File: src/rtl/rocc_acc_unit_pkg.sv
// Shared types for the RoCC accumulator unit: command/response structs,
// accumulator opcodes and the top-level FSM state encoding.
package rocc_acc_unit_pkg;

    localparam int XLEN = 64;

    typedef struct packed {
        logic [6:0]      funct7;
        logic [4:0]      rd;
        logic            xd;
        logic [XLEN-1:0] rs1_data;
        logic [XLEN-1:0] rs2_data;
    } rocc_cmd_t;

    typedef struct packed {
        logic [4:0]      resp_rd;
        logic [XLEN-1:0] resp_data;
    } rocc_resp_t;

    typedef enum logic [2:0] {
        ACC_LOAD = 3'd0,
        ACC_READ = 3'd1,
        ACC_ADD  = 3'd2,
        ACC_MAC  = 3'd3,
        ACC_CLR  = 3'd4
    } rocc_acc_op_e;

    // Response payload for undefined opcodes or out-of-range accumulator indices
    localparam logic [XLEN-1:0] ACC_ILLEGAL_DATA = '1;

    typedef enum logic [1:0] {
        ST_IDLE = 2'd0,
        ST_MUL  = 2'd1,
        ST_RESP = 2'd2
    } acc_state_e;

endpackage

File: src/rtl/rocc_iter_mul.sv
// Iterative radix-2 shift-add multiplier. Consumes one multiplier bit per
// cycle for DATA_WIDTH cycles and yields the low DATA_WIDTH product bits.
// done_o is high during the final iteration cycle; product_o then already
// includes that last partial product, so the caller can commit on that edge.
module rocc_iter_mul #(
    parameter int DATA_WIDTH = 64
) (
    input  logic                  clk_i,
    input  logic                  rst_i,
    input  logic                  start_i,
    input  logic [DATA_WIDTH-1:0] a_i,
    input  logic [DATA_WIDTH-1:0] b_i,
    output logic                  done_o,
    output logic [DATA_WIDTH-1:0] product_o
);

    localparam int CNT_W = (DATA_WIDTH > 1) ? $clog2(DATA_WIDTH) : 1;
    localparam logic [CNT_W-1:0] LAST_CNT = CNT_W'(DATA_WIDTH - 1);

    logic [DATA_WIDTH-1:0] mcand_q;
    logic [DATA_WIDTH-1:0] mplier_q;
    logic [DATA_WIDTH-1:0] prod_q;
    logic [DATA_WIDTH-1:0] prod_next;
    logic [CNT_W-1:0]      cnt_q;
    logic                  running_q;

    // Partial-product accumulation for the current multiplier bit
    always_comb begin
        prod_next = prod_q + (mplier_q[0] ? mcand_q : '0);
    end

    assign done_o    = running_q && (cnt_q == LAST_CNT);
    assign product_o = prod_next;

    // Operand capture on start, then one shift-add step per cycle
    always_ff @(posedge clk_i) begin
        if (rst_i) begin
            running_q <= 1'b0;
            cnt_q     <= '0;
            mcand_q   <= '0;
            mplier_q  <= '0;
            prod_q    <= '0;
        end else if (start_i) begin
            running_q <= 1'b1;
            cnt_q     <= '0;
            mcand_q   <= a_i;
            mplier_q  <= b_i;
            prod_q    <= '0;
        end else if (running_q) begin
            prod_q   <= prod_next;
            mcand_q  <= mcand_q << 1;
            mplier_q <= mplier_q >> 1;
            if (cnt_q == LAST_CNT) begin
                running_q <= 1'b0;
                cnt_q     <= '0;
            end else begin
                cnt_q <= cnt_q + 1'b1;
            end
        end
    end

endmodule

File: src/rtl/rocc_acc_unit.sv
// RoCC accumulator accelerator: NUM_ACC accumulators supporting load, read,
// add, multiply-accumulate (iterative) and clear, with a held response
// register that waits for the core's ready.
module rocc_acc_unit
    import rocc_acc_unit_pkg::*;
#(
    parameter int DATA_WIDTH = 64,
    parameter int NUM_ACC    = 8
) (
    input  logic       clk_i,
    input  logic       rst_i,
    input  rocc_cmd_t  rocc_cmd_i,
    input  logic       rocc_cmd_valid_i,
    output logic       rocc_cmd_ready_o,
    output rocc_resp_t rocc_resp_o,
    output logic       rocc_resp_valid_o,
    input  logic       rocc_resp_ready_i,
    output logic       busy_o
);

    localparam int IDX_W = (NUM_ACC > 1) ? $clog2(NUM_ACC) : 1;
    localparam logic [4:0] NUM_ACC_L = 5'(NUM_ACC);

    acc_state_e            state_q;
    logic [DATA_WIDTH-1:0] acc_q [NUM_ACC];
    rocc_resp_t            resp_q;
    logic                  resp_valid_q;
    logic [IDX_W-1:0]      mac_idx_q;
    logic [4:0]            mac_rd_q;
    logic                  mac_xd_q;

    logic [2:0]            cmd_op;
    logic [3:0]            cmd_idx_full;
    logic [IDX_W-1:0]      cmd_idx;
    logic                  cmd_legal;
    logic                  cmd_fire;
    logic                  mul_start;
    logic [DATA_WIDTH-1:0] cmd_rs1;
    logic [DATA_WIDTH-1:0] cmd_rs2;
    logic [DATA_WIDTH-1:0] cur_acc;
    logic [DATA_WIDTH-1:0] cmd_new_acc;
    logic [DATA_WIDTH-1:0] cmd_resp_data;
    logic                  mul_done;
    logic [DATA_WIDTH-1:0] mul_product;
    logic [DATA_WIDTH-1:0] mac_sum;

    assign cmd_op       = rocc_cmd_i.funct7[2:0];
    assign cmd_idx_full = rocc_cmd_i.funct7[6:3];
    assign cmd_idx      = cmd_idx_full[IDX_W-1:0];
    assign cmd_rs1      = rocc_cmd_i.rs1_data[DATA_WIDTH-1:0];
    assign cmd_rs2      = rocc_cmd_i.rs2_data[DATA_WIDTH-1:0];
    assign cur_acc      = acc_q[cmd_idx];

    // Legality is judged on the full 4-bit index so e.g. idx 12 with 8 accumulators is rejected
    assign cmd_legal = ({1'b0, cmd_idx_full} < NUM_ACC_L) && (cmd_op <= ACC_CLR);
    assign cmd_fire  = (state_q == ST_IDLE) && rocc_cmd_valid_i;
    assign mul_start = cmd_fire && cmd_legal && (cmd_op == ACC_MAC);
    assign mac_sum   = acc_q[mac_idx_q] + mul_product;

    // Single-cycle op evaluation: new accumulator value and response payload
    always_comb begin
        cmd_new_acc   = cur_acc;
        cmd_resp_data = ACC_ILLEGAL_DATA[DATA_WIDTH-1:0];
        if (cmd_legal) begin
            case (cmd_op)
                ACC_LOAD: begin
                    cmd_new_acc   = cmd_rs1;
                    cmd_resp_data = cmd_rs1;
                end
                ACC_READ: begin
                    cmd_resp_data = cur_acc;
                end
                ACC_ADD: begin
                    cmd_new_acc   = cur_acc + cmd_rs1;
                    cmd_resp_data = cur_acc + cmd_rs1;
                end
                ACC_CLR: begin
                    cmd_resp_data = '0;
                end
                default: begin
                    cmd_resp_data = cur_acc;
                end
            endcase
        end
    end

    rocc_iter_mul #(
        .DATA_WIDTH (DATA_WIDTH)
    ) u_mul (
        .clk_i     (clk_i),
        .rst_i     (rst_i),
        .start_i   (mul_start),
        .a_i       (cmd_rs1),
        .b_i       (cmd_rs2),
        .done_o    (mul_done),
        .product_o (mul_product)
    );

    // Control FSM, accumulator file and held response register
    always_ff @(posedge clk_i) begin
        if (rst_i) begin
            state_q      <= ST_IDLE;
            resp_valid_q <= 1'b0;
            resp_q       <= '0;
            mac_idx_q    <= '0;
            mac_rd_q     <= '0;
            mac_xd_q     <= 1'b0;
            for (int i = 0; i < NUM_ACC; i++) acc_q[i] <= '0;
        end else begin
            case (state_q)
                ST_IDLE: begin
                    if (cmd_fire) begin
                        if (mul_start) begin
                            mac_idx_q <= cmd_idx;
                            mac_rd_q  <= rocc_cmd_i.rd;
                            mac_xd_q  <= rocc_cmd_i.xd;
                            state_q   <= ST_MUL;
                        end else begin
                            if (cmd_legal) begin
                                if (cmd_op == ACC_CLR) begin
                                    for (int i = 0; i < NUM_ACC; i++) acc_q[i] <= '0;
                                end else begin
                                    acc_q[cmd_idx] <= cmd_new_acc;
                                end
                            end
                            if (rocc_cmd_i.xd) begin
                                resp_q.resp_rd   <= rocc_cmd_i.rd;
                                resp_q.resp_data <= XLEN'(cmd_resp_data);
                                resp_valid_q     <= 1'b1;
                                state_q          <= ST_RESP;
                            end
                        end
                    end
                end
                ST_MUL: begin
                    if (mul_done) begin
                        acc_q[mac_idx_q] <= mac_sum;
                        if (mac_xd_q) begin
                            resp_q.resp_rd   <= mac_rd_q;
                            resp_q.resp_data <= XLEN'(mac_sum);
                            resp_valid_q     <= 1'b1;
                            state_q          <= ST_RESP;
                        end else begin
                            state_q <= ST_IDLE;
                        end
                    end
                end
                ST_RESP: begin
                    if (rocc_resp_ready_i) begin
                        resp_valid_q <= 1'b0;
                        state_q      <= ST_IDLE;
                    end
                end
                default: begin
                    state_q <= ST_IDLE;
                end
            endcase
        end
    end

    assign rocc_cmd_ready_o  = (state_q == ST_IDLE);
    assign busy_o            = (state_q != ST_IDLE);
    assign rocc_resp_valid_o = resp_valid_q;
    assign rocc_resp_o       = resp_q;

endmodule
File: config.mk
export PLATFORM = sky130hd
export DESIGN_NAME = rocc_acc_unit
export DESIGN_NICKNAME = d
export VERILOG_FILES = /design/src/rtl/rocc_acc_unit_pkg.sv /design/src/rtl/rocc_iter_mul.sv /design/src/rtl/rocc_acc_unit.sv
export SDC_FILE = /design/constraint.sdc
export NUM_CORES = 2
export LEC_CHECK = 0
export BUFFER_PORTS_ARGS = -buffer_cell sky130_fd_sc_hd__buf_4
export CAP_MARGIN = 20
export CORE_MARGIN = 4
export CORE_UTILIZATION = 45
export DETAILED_ROUTE_END_ITERATION = 8
export HOLD_SLACK_MARGIN = 0.1
export PLACE_DENSITY = 0.71
export SYNTH_ARGS = -nofsm -noshare
export SYNTH_HDL_FRONTEND = slang
export SYNTH_SLANG_ARGS = --single-unit
export TNS_END_PERCENT = 100
File: constraint.sdc
create_clock -name clk_i -period 9.12 [get_ports clk_i]
set_input_delay 1.368 -clock clk_i [delete_from_list [all_inputs] [get_ports clk_i]]
set_output_delay 1.368 -clock clk_i [all_outputs]
set_load 0.03 [all_outputs]
After elaboration in Yosys (flattened, before gate mapping)
Memory sizes are Yosys's and may differ from the RTL's. A register that Yosys moved wholly into a read port is not among the register bits.
Index checks and enable logic that the tools add are counted.
{"block": "word_totals", "mem_bits_rw": 512, "latchBits": 0, "romBits": 0, "word_cells": 127, "memories": 1, "ff_bits": 280, "output_inout_bits": 72, "inputBits": 145}
{"block": "classes", "bitwise_logic": 8, "n_lt_le_gt_ge": 2, "n_reduce_logical": 18, "n_eq_ne": 13, "div_mod_pow": 0, "shifts": 0, "n_mul": 0, "add_sub_neg": 4, "muxes": 69}
{"name": "acc_q", "words": 8, "word_bits": 64, "rd": 2, "rd_ports_with_merged_regs": 1, "write_ports": 8, "line_no": "rocc_acc_unit.sv:25", "source": "logic [DATA_WIDTH-1:0] acc_q [NUM_ACC];"}
{"operator": "two-way mux 64 bit", "count": 17}
{"operator": "two-way mux 69 bit", "count": 5}
{"operator": "adder 64 bit", "count": 3}
{"operator": "one-hot mux 64 bit (3 select lines)", "count": 1}
{"operator": "one-hot mux 69 bit (2 select lines)", "count": 1}
{"operator": "one-hot mux 64 bit (2 select lines)", "count": 1}
{"operator": "OR reduction 64 bit", "count": 2}
{"operator": "two-way mux 1 bit", "count": 31}
{"operator": "two-way mux 2 bit", "count": 6}
{"operator": "two-way mux 3 bit", "count": 4}
{"operator": "inequality test 2 bit (second input constant)", "count": 5}
{"operator": "bitwise OR 1 bit", "count": 8}
{"operator": "AND reduction 7 bit", "count": 1}
{"operator": "adder 6 x 1 -> 6 bit (second input constant)", "count": 1}
{"operator": "equality test 3 x 2 -> 1 bit (second input constant)", "count": 2}
{"operator": "equality test 6 bit (second input constant)", "count": 1}
{"operator": "two-way mux 6 bit", "count": 1}
{"operator": "one-hot mux 2 bit (3 select lines)", "count": 1}
{"operator": "AND reduction 6 bit", "count": 1}
{"operator": "nonzero test 2 bit", "count": 3}
{"operator": "logical AND 1 bit", "count": 5}
{"operator": "< comparator 4 bit (second input constant)", "count": 1}
{"operator": "AND reduction 4 bit", "count": 1}
{"operator": "equality test 3 bit (second input constant)", "count": 1}
{"operator": "11 further kinds", "count": 11}

Longest topological paths before layout
{"block": "depth", "word_depth": 12, "mapped_depth": 29, "ltp_nobuf": 27}

Hierarchy
From an unflattened synthesis, not the netlist that was laid out.
{"block": "unflattened", "cells_unflattened": 5358, "hier_area_um2": 51629.5}
{"mod": "rocc_acc_unit", "area_per_inst_um2": 38998.7, "cells_each": 3758, "seq_area_each_um2": 17056.4, "instances": 1}
{"mod": "rocc_iter_mul", "area_per_inst_um2": 12630.9, "cells_each": 1600, "seq_area_each_um2": 3983.8, "instances": 1}

Worst setup path after synthesis
No wires, ideal clock.
{"block": "synth_path", "kind": "input port to flip-flop", "start": "in rocc_cmd_i[137] (netlist name)", "end": "mem acc_q[0][63], data pin", "setup_ps": 289, "arrival_time_ps": 7067, "slack_ps": 1764, "path_stages": 21, "path_cell_list": "clkbuf_1 -> clkbuf_1 -> buf_1 -> clkbuf_1 -> mux4_2 -> mux2i_1 -> inv_1 -> ha_1 -> o21a_1 -> o21a_1 -> o211ai_1 -> o21ai_0 -> o21ai_0 -> a2111oi_0 -> o211ai_1 -> a21boi_1 -> a21oi_1 -> xor2_1 -> mux2i_1 -> nor3_1 -> a211oi_1"}
{"item": "from (decl)", "line_no": "rocc_acc_unit.sv:12", "source": "input rocc_cmd_t rocc_cmd_i,"}
{"item": "to (decl)", "line_no": "rocc_acc_unit.sv:25"}

==> results.md <==
- Post-synth ARST share: 0
- Mux share of post-synthesis cell area: 0.177
- CP Capture Type: register
- Final wirelength: approximately 190000 um
- Filler Cell Count: about 10k
- Setup violators final: 0
- Commonest non-fill, non-tap cells in the layout: 857 x nor2_1, 512 x edfxtp_1, 408 x a21oi_1
- Setup TNS: 0 ns
- Synth Area in Adders: 0.0471
- Tmin final: 7.54 ns
- All-Layer GR Usage: 0.296
- Port bufs: 216
- Final Max Tran Viols: 0
- Most common cell after layout, fill and taps aside: nor2_1
- Core footprint: between 0.1 and 0.15 mm2
- Post-synthesis compound-gate area fraction: 0.170
- Syn Area/Cell: 10.2 um2
- Placed Instances: approximately 6.5k
- Pre-Repair DR Iteration Count: 6
- Layout Nets: 5431
- Min-delay worst type: register to register
- Die X: roughly 350 um
- Drt drc: 0
- CP arrival: 7.93 ns
- RSZ-0062 raised after global routing: false
- Clock root cell: clkbuf_16
- Status: completed
- Clk slew on worst S/H paths: 0.06 ns
- Wirelength per Cell: 27.8 um
- Post-CTS Setup Bufs: 0
- Synth Net Count: 5424
- CTS max path bufs: 3
- Peak VDD IR: 140 uV
- Yosys reg bits: 795
- Fin crit share: 0.827
- Hold buffer count at cts: 0
- Post-synthesis sequential area ratio: 0.406
- Area growth, synth to finish: 11.4%
- Placer Congestion: 0.961
- First-pass GRT wire length: 269000 um
- Clk_skew: 0.0604 ns
- Largest net degree at the start of global routing: 169
- Die height: 347 um
- DP HPWL: ~130000 um
- CTS Buf Count: 86
- Post-CTS sizing: 0
- Clk Latency, worst-skew pair: 0.68 ns
- Post-Synth XOR/XNOR Area: 0.0315
- Antenna viol nets, final: 0
- Clock Sinks: roughly 800
- Yosys warns: 0
- Mapped Area: 0.0518 mm2
- Die ar.: roughly 0.12 mm2
- Leakage: 0.0218 uW
- Synth Flop Type: edfxtp_1
- Starting Density: 0.453
- CP Launch Type: register
- Setup CP Type: register to register
- Total congestion overflow: 0
- Simple-gate share of the synthesized area: 0.135
- WP data required: 9.51 ns
- 1st-iter DRT viols: 5283
- CTS tree: done
- Row count: 124
- Largest fanout on the critical path: 35
- Final non-filler cell total: approximately 6.7k
- Synth cell types: 111
- Routed via count: 43.7k
- Layout cells sized above 1: 0.174
- Fin. Hold Viols: 0
- Combinational family with the most area after synthesis: multiplexers
- Synth Instances: 5086
- H-tree levels: 3
- Initial antenna violation count: 11
- Num ports: roughly 220
- EDFF count, synth: 512
- Pwr Density: around 160 mW/mm2
- Slew at the pin closest to its max-slew limit: between 1 and 1.5 ns
- Reported max-cap violation count: 0
- Fmax: 133 MHz
- Worst slew margin: 0.166
- Vias in the first global route: approximately 42k
- Via-to-Cell Ratio: 6.54
## critical path, stage by stage, from the launching register on
cell,delay [ns]
dfxtp_2,0.70
and2_1,0.21
ha_1,0.18
fa_1,0.22
a21o_1,0.16
a31o_1,0.19
a21oi_2,0.10
o41ai_2,0.59
nor2_1,0.14
xnor2_1,0.30
ha_1,0.43
and3_1,0.32
and2_1,0.18
a221oi_1,0.37
o21ai_1,0.13
a21oi_1,0.31
o21ai_0,0.28
a31oi_1,0.41
a211oi_1,0.21
a41oi_2,0.46
nand4_1,0.19
a21o_1,0.26
a31oi_1,0.79
nor2_1,0.10
## sequential cells by signal (all words and copies together) (netlist names), named ones only
| register | flops |
|---|---|
| state_q | 2 |
| u_mul.cnt_q | 6 |
| u_mul.mplier_q | 64 |
| rocc_resp_valid_o | 1 |
| mac_idx_q | 3 |
| u_mul.running_q | 1 |
| u_mul.mcand_q | 64 |
| u_mul.prod_q | 64 |
| acc_q | 512 |
| mac_xd_q | 1 |
| mac_rd_q | 5 |
| rocc_resp_o | 69 |
## routing by layer
metal	global-route usage	share of wire	wire (um)	vias to the layer above
li1	-	-	-	19200
met1	0.398	0.38	71300	21300
met2	0.443	0.43	80100	2613
met3	0.0982	0.14	26300	489
met4	0.114	0.043	8000	10
met5	0	0.00038	71	-
## path summary, 6_finish.rpt
kind         slack, ns               from              to  depth (start not counted)
max reg2reg       1.58  u_mul.mplier_q[0]    acc_q[0][54]                         23
max               1.58  u_mul.mplier_q[0]    acc_q[0][54]                         23
min reg2reg       0.46     rocc_resp_o[4]  rocc_resp_o[4]                          2
min               0.46     rocc_resp_o[4]  rocc_resp_o[4]                          2
## stage by stage
stage	setup slack (ns)	area (um2)	util	hold WS (ns)	power (uW)
3_3_place_gp	0.987	54600	0.478	0.434	5590
6_report	1.58	57700	0.504	0.459	9330
4_1_cts	1.76	57700	0.504	0.459	9300
5_1_grt	1.07	57700	0.504	0.479	9610
2_1_floorplan	1.76	51800	-	0.436	5070
3_5_place_dp	1.52	54700	0.478	0.447	5610
## area by class of cell
class,count,area [um2],area share
well taps,1512,1890,0.0328
repair buffers,293,2240,0.0388
clock inverters,53,677,0.0117
clock buffers,104,2330,0.0404
flip-flops and latches,795,21100,0.365
diodes,4,10.0,0.000174
inverters,77,289,0.00501
multi-input cells,3840,29200,0.506
## synth_stat cells, drive strengths merged, types with 9 or more instances
cell | instances | area, um2
nor2 | 860 | 3230
edfxtp | 512 | 15400
a21oi | 410 | 2060
clkbuf | 286 | 1070
dfxtp | 283 | 5670
nand2 | 280 | 1050
mux4 | 256 | 5770
mux2i | 214 | 2140
a211oi | 201 | 1510
ha | 190 | 2380
o21ai | 161 | 813
a21o | 148 | 1110
xnor2 | 115 | 1010
mux2 | 110 | 1240
buf | 88 | 377
and2 | 81 | 507
inv | 77 | 289
nand3 | 67 | 340
nor3 | 57 | 302
nand4 | 54 | 350
xor2 | 52 | 455
a31oi | 47 | 319
a221oi | 40 | 357
and3 | 39 | 249
a22oi | 38 | 285
o21bai | 35 | 263
o21a | 31 | 233
o211ai | 29 | 218
nand2b | 25 | 156
nor2b | 25 | 156
or3 | 23 | 144
o31ai | 19 | 143
or2 | 16 | 100
a21boi | 15 | 113
a2111oi | 13 | 159
a311oi | 11 | 109
a31o | 11 | 96.3
nor4 | 11 | 75.1
a211o | 9 | 78.8
and4 | 9 | 78.8
## cells by family after synthesis
logic type / after synthesis
simple gates: 1577
compound gates: 1316
flops: 795
mux: 580
buf+inv: 451
fa+ha+maj: 193
xor+xnor: 174
## where the power goes
part	internal [uW]	total, uW	switching (uW)
clock network	2160	3740	1580
registers	3960	4050	85.5
logic	555	1540	988
No activity file was read; power rests on OpenSTA's default activity.
